--- config.mk ---
export PLATFORM = sky130hd
export DESIGN_NAME = dtlb_micro_cache_flat
export DESIGN_NICKNAME = d
export VERILOG_FILES = /design/src/rtl/dtlb_micro_cache_if.sv /design/src/rtl/dtlb_micro_cache.sv /design/src/flat_wrapper.sv
export SDC_FILE = /design/constraint.sdc
export NUM_CORES = 1
export LEC_CHECK = 0
export ABC_CLOCK_PERIOD_IN_PS = 2500
export BUFFER_PORTS_ARGS = -buffer_cell sky130_fd_sc_hd__buf_2
export CAP_MARGIN = 15
export CORE_MARGIN = 2
export CORE_UTILIZATION = 57
export DETAILED_ROUTE_END_ITERATION = 8
export PLACE_DENSITY = 0.8
export REMOVE_ABC_BUFFERS = 1
export SLEW_MARGIN = 10
export SYNTH_ARGS = -nofsm -noshare
export SYNTH_HDL_FRONTEND = slang
export SYNTH_SLANG_ARGS = --single-unit
export TNS_END_PERCENT = 10
--- constraint.sdc ---
create_clock -name clk -period 2.5 [get_ports clk]
set_input_delay 0.125 -clock clk [delete_from_list [all_inputs] [get_ports clk]]
set_output_delay 0.125 -clock clk [all_outputs]
set_load 0.01 [all_outputs]
--- src/rtl/dtlb_micro_cache_if.sv ---
// Bundles the EX request, main-TLB query and data-bus request signals of the data micro-TLB.
// master is the surrounding pipeline/bus side; slave is the micro-TLB itself.
interface dtlb_micro_cache_if;
    logic        flush;
    logic        req_valid;
    logic        req_wr;
    logic [31:0] req_vaddr;
    logic [31:0] tlb_vaddr;
    logic [31:0] tlb_paddr;
    logic        tlb_miss;
    logic        tlb_invalid;
    logic        tlb_dirty;
    logic        mem_req;
    logic [31:0] mem_paddr;
    logic        mem_addr_ok;
    logic        exc;
    logic [4:0]  exc_code;
    logic        exc_refill;
    logic        done;

    modport master (
        output flush, req_valid, req_wr, req_vaddr, tlb_paddr, tlb_miss, tlb_invalid, tlb_dirty,
               mem_addr_ok,
        input  tlb_vaddr, mem_req, mem_paddr, exc, exc_code, exc_refill, done
    );

    modport slave (
        input  flush, req_valid, req_wr, req_vaddr, tlb_paddr, tlb_miss, tlb_invalid, tlb_dirty,
               mem_addr_ok,
        output tlb_vaddr, mem_req, mem_paddr, exc, exc_code, exc_refill, done
    );
endinterface

--- src/rtl/dtlb_micro_cache.sv ---
// Data-side micro-TLB: caches main-TLB results (including faults) for EX loads/stores,
// refills round-robin on a lookup miss and drives the data-bus request.
module dtlb_micro_cache #(
    parameter int unsigned ENTRIES     = 4,
    parameter int unsigned PAGE_BITS   = 12,
    parameter bit          KSEG_BYPASS = 1'b1
) (
    input logic               clk,
    input logic               resetn,
    dtlb_micro_cache_if.slave io_bus
);
    localparam int unsigned IDX_W = $clog2(ENTRIES);
    localparam int unsigned VPN_W = 32 - PAGE_BITS;

    typedef enum logic [1:0] {StCheck, StQuery, StReq} state_e;

    state_e             r_state;
    logic [ENTRIES-1:0] r_valid;
    logic [VPN_W-1:0]   r_vpn [ENTRIES];
    logic [VPN_W-1:0]   r_ppn [ENTRIES];
    logic [ENTRIES-1:0] r_miss;
    logic [ENTRIES-1:0] r_inv;
    logic [ENTRIES-1:0] r_dirty;
    logic [IDX_W-1:0]   r_rr;
    logic [31:0]        r_tlb_vaddr;
    logic [VPN_W-1:0]   r_fill_ppn;
    logic               r_fill_miss;
    logic               r_fill_inv;
    logic               r_fill_dirty;

    logic [VPN_W-1:0] w_vpn;
    logic             w_hit;
    logic [VPN_W-1:0] w_hit_ppn;
    logic             w_hit_miss, w_hit_inv, w_hit_dirty;
    logic             w_bypass, w_eval, w_byp_req, w_lookup_miss;
    logic [VPN_W-1:0] w_src_ppn;
    logic             w_src_miss, w_src_inv, w_src_dirty;
    logic             w_fault, w_exc, w_mem_req;
    logic             w_unused_paddr;

    assign w_vpn          = io_bus.req_vaddr[31:PAGE_BITS];
    assign w_unused_paddr = ^io_bus.tlb_paddr[PAGE_BITS-1:0];

    // At most one entry can match, so OR-merging the matching fields is a clean select.
    always_comb begin
        w_hit       = 1'b0;
        w_hit_ppn   = '0;
        w_hit_miss  = 1'b0;
        w_hit_inv   = 1'b0;
        w_hit_dirty = 1'b0;
        for (int i = 0; i < ENTRIES; i++) begin
            if (r_valid[i] && (r_vpn[i] == w_vpn)) begin
                w_hit       = 1'b1;
                w_hit_ppn   = w_hit_ppn | r_ppn[i];
                w_hit_miss  = w_hit_miss | r_miss[i];
                w_hit_inv   = w_hit_inv | r_inv[i];
                w_hit_dirty = w_hit_dirty | r_dirty[i];
            end
        end
        if (io_bus.flush) begin
            w_hit = 1'b0;
        end
    end

    assign w_bypass      = KSEG_BYPASS && (io_bus.req_vaddr[31:30] == 2'b10);
    assign w_byp_req     = io_bus.req_valid && (r_state == StCheck) && w_bypass;
    assign w_lookup_miss = io_bus.req_valid && (r_state == StCheck) && !w_bypass && !w_hit;
    assign w_eval        = io_bus.req_valid &&
                           ((r_state == StReq) || ((r_state == StCheck) && !w_bypass && w_hit));

    assign w_src_ppn   = (r_state == StReq) ? r_fill_ppn   : w_hit_ppn;
    assign w_src_miss  = (r_state == StReq) ? r_fill_miss  : w_hit_miss;
    assign w_src_inv   = (r_state == StReq) ? r_fill_inv   : w_hit_inv;
    assign w_src_dirty = (r_state == StReq) ? r_fill_dirty : w_hit_dirty;

    assign w_fault   = w_src_miss | w_src_inv;
    assign w_exc     = w_eval && (w_fault || (io_bus.req_wr && !w_src_dirty));
    assign w_mem_req = w_byp_req || (w_eval && !w_exc);

    always_comb begin
        io_bus.mem_paddr = '0;
        if (w_byp_req) begin
            io_bus.mem_paddr = io_bus.req_vaddr;
        end else if (w_mem_req) begin
            io_bus.mem_paddr = {w_src_ppn, io_bus.req_vaddr[PAGE_BITS-1:0]};
        end
    end

    always_comb begin
        io_bus.exc_code = 5'd0;
        if (w_exc) begin
            if (w_fault) begin
                io_bus.exc_code = io_bus.req_wr ? 5'd3 : 5'd2;
            end else begin
                io_bus.exc_code = 5'd1;
            end
        end
    end

    assign io_bus.mem_req    = w_mem_req;
    assign io_bus.exc        = w_exc;
    assign io_bus.exc_refill = w_exc && w_src_miss;
    assign io_bus.done       = (w_mem_req && io_bus.mem_addr_ok) || w_exc;
    assign io_bus.tlb_vaddr  = r_tlb_vaddr;

    always_ff @(posedge clk) begin
        if (!resetn) begin
            r_state      <= StCheck;
            r_valid      <= '0;
            r_rr         <= '0;
            r_tlb_vaddr  <= '0;
            r_fill_ppn   <= '0;
            r_fill_miss  <= 1'b0;
            r_fill_inv   <= 1'b0;
            r_fill_dirty <= 1'b0;
        end else begin
            unique case (r_state)
                StCheck: begin
                    if (w_lookup_miss) begin
                        r_tlb_vaddr <= io_bus.req_vaddr;
                        r_state     <= StQuery;
                    end
                end
                StQuery: begin
                    // A flush here drops the fill so the lookup repeats against the new TLB.
                    if (io_bus.flush) begin
                        r_state <= StCheck;
                    end else begin
                        r_vpn[r_rr]   <= r_tlb_vaddr[31:PAGE_BITS];
                        r_ppn[r_rr]   <= io_bus.tlb_paddr[31:PAGE_BITS];
                        r_miss[r_rr]  <= io_bus.tlb_miss;
                        r_inv[r_rr]   <= io_bus.tlb_invalid;
                        r_dirty[r_rr] <= io_bus.tlb_dirty;
                        r_valid[r_rr] <= 1'b1;
                        r_rr          <= r_rr + IDX_W'(1);
                        r_fill_ppn    <= io_bus.tlb_paddr[31:PAGE_BITS];
                        r_fill_miss   <= io_bus.tlb_miss;
                        r_fill_inv    <= io_bus.tlb_invalid;
                        r_fill_dirty  <= io_bus.tlb_dirty;
                        r_state       <= StReq;
                    end
                end
                StReq: begin
                    if (w_exc || io_bus.mem_addr_ok || !io_bus.req_valid) begin
                        r_state <= StCheck;
                    end
                end
                default: r_state <= StCheck;
            endcase
            if (io_bus.flush) begin
                r_valid <= '0;
            end
        end
    end
endmodule

--- src/flat_wrapper.sv ---
// flat-port wrapper written by rule: the top's interface ports become plain ports
module dtlb_micro_cache_flat 
#(
    parameter int unsigned ENTRIES     = 4,
    parameter int unsigned PAGE_BITS   = 12,
    parameter bit          KSEG_BYPASS = 1'b1
)
  (clk, resetn, io_bus_flush, io_bus_req_valid, io_bus_req_wr, io_bus_req_vaddr, io_bus_tlb_paddr, io_bus_tlb_miss, io_bus_tlb_invalid, io_bus_tlb_dirty, io_bus_mem_addr_ok, io_bus_tlb_vaddr, io_bus_mem_req, io_bus_mem_paddr, io_bus_exc, io_bus_exc_code, io_bus_exc_refill, io_bus_done);
  dtlb_micro_cache_if io_bus_i ();
  input logic clk;
  input logic resetn;
  input wire logic [$bits(io_bus_i.flush)-1:0] io_bus_flush;
  input wire logic [$bits(io_bus_i.req_valid)-1:0] io_bus_req_valid;
  input wire logic [$bits(io_bus_i.req_wr)-1:0] io_bus_req_wr;
  input wire logic [$bits(io_bus_i.req_vaddr)-1:0] io_bus_req_vaddr;
  input wire logic [$bits(io_bus_i.tlb_paddr)-1:0] io_bus_tlb_paddr;
  input wire logic [$bits(io_bus_i.tlb_miss)-1:0] io_bus_tlb_miss;
  input wire logic [$bits(io_bus_i.tlb_invalid)-1:0] io_bus_tlb_invalid;
  input wire logic [$bits(io_bus_i.tlb_dirty)-1:0] io_bus_tlb_dirty;
  input wire logic [$bits(io_bus_i.mem_addr_ok)-1:0] io_bus_mem_addr_ok;
  output wire logic [$bits(io_bus_i.tlb_vaddr)-1:0] io_bus_tlb_vaddr;
  output wire logic [$bits(io_bus_i.mem_req)-1:0] io_bus_mem_req;
  output wire logic [$bits(io_bus_i.mem_paddr)-1:0] io_bus_mem_paddr;
  output wire logic [$bits(io_bus_i.exc)-1:0] io_bus_exc;
  output wire logic [$bits(io_bus_i.exc_code)-1:0] io_bus_exc_code;
  output wire logic [$bits(io_bus_i.exc_refill)-1:0] io_bus_exc_refill;
  output wire logic [$bits(io_bus_i.done)-1:0] io_bus_done;
  assign io_bus_i.flush = io_bus_flush;
  assign io_bus_i.req_valid = io_bus_req_valid;
  assign io_bus_i.req_wr = io_bus_req_wr;
  assign io_bus_i.req_vaddr = io_bus_req_vaddr;
  assign io_bus_i.tlb_paddr = io_bus_tlb_paddr;
  assign io_bus_i.tlb_miss = io_bus_tlb_miss;
  assign io_bus_i.tlb_invalid = io_bus_tlb_invalid;
  assign io_bus_i.tlb_dirty = io_bus_tlb_dirty;
  assign io_bus_i.mem_addr_ok = io_bus_mem_addr_ok;
  assign io_bus_tlb_vaddr = io_bus_i.tlb_vaddr;
  assign io_bus_mem_req = io_bus_i.mem_req;
  assign io_bus_mem_paddr = io_bus_i.mem_paddr;
  assign io_bus_exc = io_bus_i.exc;
  assign io_bus_exc_code = io_bus_i.exc_code;
  assign io_bus_exc_refill = io_bus_i.exc_refill;
  assign io_bus_done = io_bus_i.done;
  dtlb_micro_cache #(.ENTRIES(ENTRIES), .PAGE_BITS(PAGE_BITS), .KSEG_BYPASS(KSEG_BYPASS)) u_core (.clk(clk), .resetn(resetn), .io_bus(io_bus_i));
endmodule
==> results of run 1 <==
[layout make-up]
| class | count | area share [%] |
|---|---|---|
| timing repair buffer | 233 | 13.1 |
| antenna | 1 | 0.0202 |
| sequential | 235 | 51.8 |
| clock buffer | 36 | 5.36 |
| tap | 225 | 2.27 |
| inverter | 7 | 0.212 |
| multi-input combinational | 453 | 26.8 |
| clock inverter | 6 | 0.454 |
[flip-flops by register name, indices dropped and copies added, names as in the netlist]
| name | flops |
|---|---|
| u_core.r_state | 2 |
| u_core.r_fill_dirty | 1 |
| u_core.r_fill_ppn | 20 |
| u_core.r_miss | 4 |
| u_core.r_rr | 2 |
| u_core.r_fill_inv | 1 |
| u_core.io_bus.tlb_vaddr | 32 |
| u_core.r_fill_miss | 1 |
| u_core.r_vpn | 80 |
| u_core.r_valid | 4 |
| u_core.r_dirty | 4 |
| u_core.r_ppn | 80 |
| u_core.r_inv | 4 |
[report_power, final]
group	internal (W)	switching, W
logic	0.000283	0.000319
registers	0.00424	0.0000580
clock network	0.00193	0.00139
total	0.00645	0.00177
[final timing paths]
path	end	cells past startpoint
setup / recovery	io_bus_mem_paddr[2]	11
hold / removal	u_core.r_state[1]	3
setup reg to reg	u_core.io_bus.tlb_vaddr[4]	9
hold reg to reg	u_core.r_valid[3]	1
[logic make-up (layout without fill, tap and decap cells)]
logic type               count (synthesis)  after routing  share of synthesized area, %
XOR/XNOR                                81             81                          7.29
AO/OA/AOI/OAI                          158            158                          11.8
buffers and inverters                   63            282                          3.12
other                                    1              4                        0.0378
adder cells (fa/ha/maj)                  4              4                         0.504
multiplexers                            30             30                          3.02
AND/OR/NAND/NOR                        177            177                          9.56
flip-flops                             235            235                          64.7
[cell usage after synthesis, drive strengths merged, types with 13 or more instances]
cell | n | share of area [%]
a21boi | 38 | 3.3
mux2i | 30 | 3.0
nor2b | 33 | 2.1
xnor2 | 51 | 4.6
buf | 30 | 1.9
dfxtp | 63 | 13
nand2 | 76 | 2.9
a21oi | 41 | 2.1
o21ai | 21 | 1.8
and2 | 13 | 0.82
clkbuf | 26 | 0.98
xor2 | 30 | 2.6
a22oi | 41 | 3.1
edfxtp | 172 | 52
[per-layer routing]
| layer | share of wire [%] | global-route usage [%] |
|---|---|---|
| met1 | 41 | 35.5 |
| met2 | 49 | 43.8 |
| met3 | 7.8 | 4.47 |
| met4 | 2.1 | 8.62 |
| met5 | 0 | 0 |
[critical path: cells and delay by family (launching register included)]
family | cells | cell delay (ns)
xor gates and xnor gates | 1 | 0.21
AOI/OAI and AO/OA | 3 | 0.53
and+or+nand+nor | 4 | 0.80
DFF | 1 | 0.45
buffers and inverters | 3 | 0.55
[timing repair]
action,in CTS,in global routing
pin swaps,11,3
hold buffers,38,0
setup endpoints to repair,38,58
resized for setup,8,5
endpoints found under the hold margin,130,0
[through the flow]
| step | instance area, um^2 | hold WS (ns) | TNS, ns |
|---|---|---|---|
| after floorplan | 9660 | 0.224 | -40.32 |
| after global placement | 11200 | 0.354 | -3.69 |
| after detailed placement | 11200 | 0.358 | -5.79 |
| after CTS | 12300 | 0.00293 | -22.38 |
| after global routing | 12400 | 0.0270 | -29.18 |
| final | 12400 | 0.0103 | -23.80 |
==> impl.org, run 1 <==
** Hold path
- In this run the most critical hold path is launched from io_bus_mem_addr_ok.
- The min-delay analysis places its worst path in the category input pin to flip-flop.

** Cells and area
- Sequential cell area :: 6430 um^2
- The multi-input combinational cells in the finished layout cover a total of 3320 um^2.
- Commonest non-fill, non-tap cells in the layout :: sky130_fd_sc_hd__edfxtp_1, sky130_fd_sc_hd__buf_2, sky130_fd_sc_hd__nand2_1, sky130_fd_sc_hd__dfxtp_1, sky130_fd_sc_hd__buf_4
- Post-Layout Cell Count :: 1196
- Leaving out fill and tap cells, the most frequent cell in the layout is sky130_fd_sc_hd__edfxtp_1.
- Post-Route Utilization :: a little over 70%
- Number of fillers in the final layout :: 1157
- Of the cells placed in the final design, the portion with a size suffix greater than 1 is between 20% and 30%.
- For this run, the post-layout net count is 1030.
- Post-synthesis to final-layout area growth :: 24.8%

** Floorplanning
- The die covers about 18000 um^2.
- The initial utilization of the core area, before any placement, comes to a little under 60%.
- After floorplanning, the core was sized to cover 17200 um^2.
- The die is around 140 um wide.
- The floorplan step set the die height to roughly 140 um.
- For this design the top-level I/O count stands at 146.
- Row generation in the floorplan step produced 48 rows.

** Synthesis
- Flip-flop cell with the highest count after synthesis :: sky130_fd_sc_hd__edfxtp_1
- During synthesis, Yosys emitted a total of 0 warnings.
- The cell area that synthesis handed to floorplanning was approximately 9900 um^2.
- Mapped Avg Cell Area :: between 10 and 15 um^2
- Number of standard cells after synthesis :: around 750
- For this run, asynchronously set or reset flops after synthesis account for 0%.
- Yosys mapped a number of flops with a built-in enable equal to 172.
- Register bit total from synthesis :: roughly 240
- Sequential element share of the synthesized area :: 64.7%
- Distinct cell type count of the synthesized netlist :: 50

** Setup path
- On the critical path, the stage with the largest delay is an instance of sky130_fd_sc_hd__edfxtp_1.
- In this run the worst path has a maximum fanout of 20.
- Arr. time, crit path :: a little over 3 ns
- CP Launch Point :: u_core.r_vpn[0][19]
- Crit-path cells :: xnor2_2, nand4_1, nor4_4, buf_4, nand3_1, o2111ai_1, a21o_1, nand3_4, buf_12, a21boi_2, buf_2
- Largest stage delay, worst path :: roughly 0.45 ns
- In this run the critical register-to-register path is launched from u_core.r_vpn[0][19].
- At the worst endpoint, the required time is 2.38 ns.
- The worst setup path is captured at an output pin.
- Category of the worst setup path launch point :: flip-flop
- Reg2Reg Setup Slack :: approximately 0.080 ns
- The critical path is of the flip-flop to output pin type.

** Timing
- Final min period :: about 3.2 ns
- Measured against its own limit, the worst slew margin works out to between 20% and 30%.
- Setup clock skew after layout :: around 0.013 ns
- For this run, the top clock speed supported by timing is 311 MHz.
- Setup repair after global routing could not meet its margin everywhere.
- The total count of hold-check failures in the final report came to 0.
- The final critical path takes up 128% of the cycle.
- Setup violations remaining at the end of the flow were counted as 38.
- Worst slew pin tran :: between 1 and 1.5 ns
- Once routing completed, OpenROAD measured the worst setup slack at -0.712 ns.
- The max-slew violation count is 0.

** Clock tree
- Clock buffer count from CTS :: 23
- Total setup buffers inserted after CTS :: 0
- For the worst-skew pair, the clock arrives at the later sink with an insertion delay of ~0.5 ns.
- The clock passes through at most 3 buffers.
- TritonCTS clock tree :: built
- Clock tree root driver cell :: sky130_fd_sc_hd__clkbuf_16
- Depth of the CTS H-tree :: 1
- For this design, the sink count on the clock tree is around 240.
- Clock-pin slew was measured on the worst setup and hold paths at around 0.070 ns.

** Placement
- Post-placement cell count :: around 1100
- At the placement stage, the worst setup path has a slack of -0.191 ns.
- Routability-driven placement finished with a final weighted congestion of roughly 0.87.
- Detail Placement HPWL :: ~16000 um
- During placement, the flow inserted port buffers numbering 130.

** Pwr
- In this run the static leakage power is between 4 and 5 nW.
- In this run the power density over the cells is around 660 nW/um^2.
- Across the VDD grid, the largest voltage drop is 498 uV.
- Total power draw :: just over 0.008 W

** Routing
- Routed Antenna Nets :: 0
- The first detailed-routing pass took 5 iterations.
- For this block, the initial DRC count from the detailed router was around 500.
- Via/cell ratio :: 5.62
- Sum of routed wire length over all layers :: roughly 24000 um
- DR DRC count :: 0
- Wire length per cell after detailed routing :: about 20 um
- For this block, the via count after detailed routing is 6722.

** Global routing
- Entering global routing, the biggest net connects 60 pins.
- The first global-routing pass estimated roughly 37000 um of wire.
- Global-route congestion overflow total :: 0
- The initial antenna violation count came to 0.
- GRT Total Usage :: between 20% and 30%
- Via count of the first global-routing pass :: between 6000 and 7000

** Run
- Across the run, the number of max-cap violations was 0.

** Outcome
- The checks that failed: negative setup slack.
- Status :: finished with violations
(Power assumes the default switching activity.)
==> run 2: changes to the inputs <==
--- a/config.mk
+++ b/config.mk
@@ -11,7 +11,7 @@
 export CORE_MARGIN = 2
 export CORE_UTILIZATION = 57
 export DETAILED_ROUTE_END_ITERATION = 8
-export PLACE_DENSITY = 0.8
+export PLACE_DENSITY = 0.77
 export REMOVE_ABC_BUFFERS = 1
 export SLEW_MARGIN = 10
 export SYNTH_ARGS = -nofsm -noshare
==> constraint.sdc (replaced) <==
create_clock -name clk -period 2.5 [get_ports clk]
set_input_delay 0 -clock clk [delete_from_list [all_inputs] [get_ports clk]]
set_output_delay 0 -clock clk [all_outputs]
set_load 0.01 [all_outputs]
==> impl.org, run 2 (synthesized netlist as in run 1, its figures left out) <==
** Floorplanning
- Count of boundary I/O pins :: 146 (unchanged)
- The floorplan die width is 136 um (unchanged).
- Full die area :: 18500 um^2 (unchanged)
- Effective utilization at floorplan :: 57.8% (unchanged)
- The die height was 136 um (unchanged).
- The total core area was 17200 um^2 (unchanged).
- The number of core rows was 48 (unchanged).

** Placement
- The post-DP HPWL is 15900 um (+2.5%).
- Post-placement setup slack :: -0.0932 ns (+0.0980 ns)
- Number of input and output port buffers inserted :: 130 (unchanged)
- Total placed instance area :: 11000 um^2 (-1.8%)
- The weighted congestion reported at the end of routability-driven placement is 0.897 (+2.6%).

** Hold path
- The worst hold path belongs to the class input pin to flip-flop.
- Source of the worst hold timing path :: io_bus_req_vaddr[26]

** Timing
- Setup TNS :: -22.16 ns (+1.64 ns)
- Fmax :: 318 MHz (+2.0%)
- Total count of max-transition violations in the final report :: 0 (unchanged)
- The period utilization is 126% (-2.6 points).
- The final count of negative-setup-slack endpoints is 38 (unchanged).
- Worst slew pin tran :: 0.869 ns (-0.194 ns)
- The worst setup slack after layout was -0.648 ns (+0.0638 ns).
- The maximum clock skew at final layout was 0.0133 ns (+0.000714 ns).
- The total count of hold-check failures in the final report was 0 (unchanged).
- Final min period :: 3.15 ns (-0.0638 ns)
- Max_slew headroom :: 41.9% (+13 points)
- RSZ-0062 raised after global routing :: yes

** Setup path
- Largest stage delay, worst path :: 0.38 ns (-0.07 ns)
- Max FO, Critical Path :: 6 (-70%)
- CP Launch Point :: u_core.r_vpn[0][19]
- Among all stages on the critical path, the largest delay is contributed by sky130_fd_sc_hd__edfxtp_1.
- Arr. time, crit path :: 3.15 ns (+0.06 ns)
- Category of the worst setup path launch point :: flip-flop
- Worst endpoint required time :: 2.50 ns (+0.12 ns)
- Dominant delay contributor by cell family on the critical path :: simple AND/OR/NAND/NOR gates
- STA classifies the critical path endpoint as an output pin.
- Reg2reg start :: u_core.r_vpn[0][19]
- The signal on the critical path passes through xnor2_1, nand4_1, nor4_4, buf_4, nand3_1, o2111ai_1, a21o_1, nand3_4, clkbuf_16, nor2_2, buf_2.
- Classification of the worst setup path :: flip-flop to output pin
- The number of buffer and inverter instances along the worst setup path is 3 (unchanged).

** Routing
- Via/cell ratio :: 5.79 (+2.9%)
- The final routed wire length divided by cell count is 21.4 um (+5.7%).
- Detailed Routing Iterations Pass 1 :: 5 (unchanged)
- Sum of routed wire length over all layers :: 25600 um (+5.6%)
- The count of vias placed by the detailed router came to 6914 (+2.9%).
- The final antenna-violating net count came to 0 (unchanged).
- The number of DRC violations after detailed-routing iteration 0 was 524 (+6.3%).
- DR DRC count :: 0 (unchanged)

** Outcome
- Status :: finished with violations
- Violated checks :: negative setup slack

** Cells and area
- The fraction of layout instances using a drive strength above 1 came to 28.0% (-1.0 points).
- Post-layout nets :: 1029 (-0.097%)
- The library cell used most frequently in the layout, excluding fill and tap cells, is sky130_fd_sc_hd__edfxtp_1.
- Final design area excluding fillers :: 12500 um^2 (+0.93%)
- In the layout the commonest cells are sky130_fd_sc_hd__edfxtp_1, sky130_fd_sc_hd__buf_2, sky130_fd_sc_hd__nand2_1, sky130_fd_sc_hd__dfxtp_1, sky130_fd_sc_hd__dlygate4sd3_1.
- Total inserted antenna cells :: 0 (-1)
- The combined area of the multi-input logic cells was 3310 um^2 (-0.15%).
- The fill cell total of the finished layout is 1152 (-0.43%).
- The sequential standard cell area was 6430 um^2 (unchanged).
- From synthesis to final layout, the design area changed by 26.0%.
- Post-Route Utilization :: 72.8% (+0.67 points)

** Global routing
- The largest net degree at the start of global routing is 60 (unchanged).
- GRT Total Usage :: 27.6% (+1.2 points)
- The initial antenna violation count was 0 (unchanged).
- The first-pass GRT wire length is 38500 um (+4.2%).
- The remaining global-route overflow is 0 (unchanged).
- Via count of the first global-routing pass :: 6990 (+2.1%)

** Clock tree
- The maximum number of buffers from clock root to sink came to 3 (unchanged).
- The clock transition time at the flip-flop clock pins of the worst setup and hold paths came to 0.06 ns (about the same).
- The total CTS buffers is 24 (+4.3%).
- Sink count of the clock tree :: 235 (unchanged)
- Insertion delay to the later sink of the worst-skew pair :: 0.52 ns (about the same)
- In this run the clock root is driven by a sky130_fd_sc_hd__clkbuf_16.
- TritonCTS built the clock tree.
- The depth of the CTS H-tree was 1 (unchanged).

** Pwr
- The total power density per cell area was 670 nW/um^2 (+0.95%).
- Total power draw :: 0.00838 W (+1.9%)
- Leakage power :: 4.65 nW (+0.76%)
- The largest voltage drop on the vdd net was 478 uV (-4.0%).

** Run
- The number of violations of the max-capacitance limit was 0 (unchanged).
run 2: cell count changes in the layout (fill, tap and decap cells not counted), moves of 3 or more:
cell,before,now
sky130_fd_sc_hd__clkbuf_16,23,26
sky130_fd_sc_hd__nor4_1,5,2
sky130_fd_sc_hd__clkinv_2,2,5
sky130_fd_sc_hd__clkinv_1,2,6
sky130_fd_sc_hd__nor4_2,1,5
sky130_fd_sc_hd__buf_4,57,34
sky130_fd_sc_hd__clkbuf_1,9,4
sky130_fd_sc_hd__dlygate4sd3_1,38,56
run 2: per-layer routing:
metal  global-route usage (%)  up-vias  part of all wire [%]  wire length [um]
met5                        0        -                     0                 0
met3                     5.07       64                   8.0              2040
li1                         -     3111                     -                 -
met2                     46.1      371                    50             12700
met4                     9.72        0                   2.7               684
met1                     36.4     3368                    40             10200
run 2: tightest hold or removal path: stages:
cell and delay, ns:
sky130_fd_sc_hd__buf_2 0.18, sky130_fd_sc_hd__buf_4 0.15, sky130_fd_sc_hd__mux2i_1 0.06, sky130_fd_sc_hd__nor2b_1 0.10
run 2: worst paths after layout:
check                           endpoint  slack, ns  cells past startpoint
max                 io_bus_mem_paddr[30]      -0.65                     11
min          u_core.io_bus.tlb_vaddr[26]     0.0002                      4
max reg2reg  u_core.io_bus.tlb_vaddr[28]       0.10                     10
min reg2reg            u_core.r_valid[1]       0.45                      1
run 2: area by class of cell:
class | instances | area share (%)
inverters | 7 | 0.210
clock inverters | 14 | 0.990
multi-input cells | 453 | 26.5
well taps | 225 | 2.25
clock buffers | 30 | 5.14
flip-flops and latches | 235 | 51.4
repair buffers | 231 | 13.6
run 2: power by group:
group	total, W	leakage [nW]	switching (W)	internal (W)
logic	0.000604	2.17	0.000328	0.000276
clock network	0.00348	0.379	0.00145	0.00203
registers	0.00430	2.10	0.0000549	0.00424
run 2: timing repair:
item | 4_1_cts | 5_1_grt
hold buffers | 56 | 0
setup buffers | 0 | 2
resized for setup | 8 | 9
pin swaps | 15 | 7
endpoints found under the hold margin | 146 | 0
setup endpoints to repair | 38 | 63
cloned | 0 | 2
run 2: stage by stage:
| stage | hold WS (ns) | instances |
|---|---|---|
| final | 0.000238 | 1195 |
| after floorplan | 0.0989 | 695 |
| after CTS | 0.00358 | 1190 |
| after global placement | 0.222 | 1090 |
| after global routing | 0.0199 | 1195 |
| after detailed placement | 0.237 | 1090 |
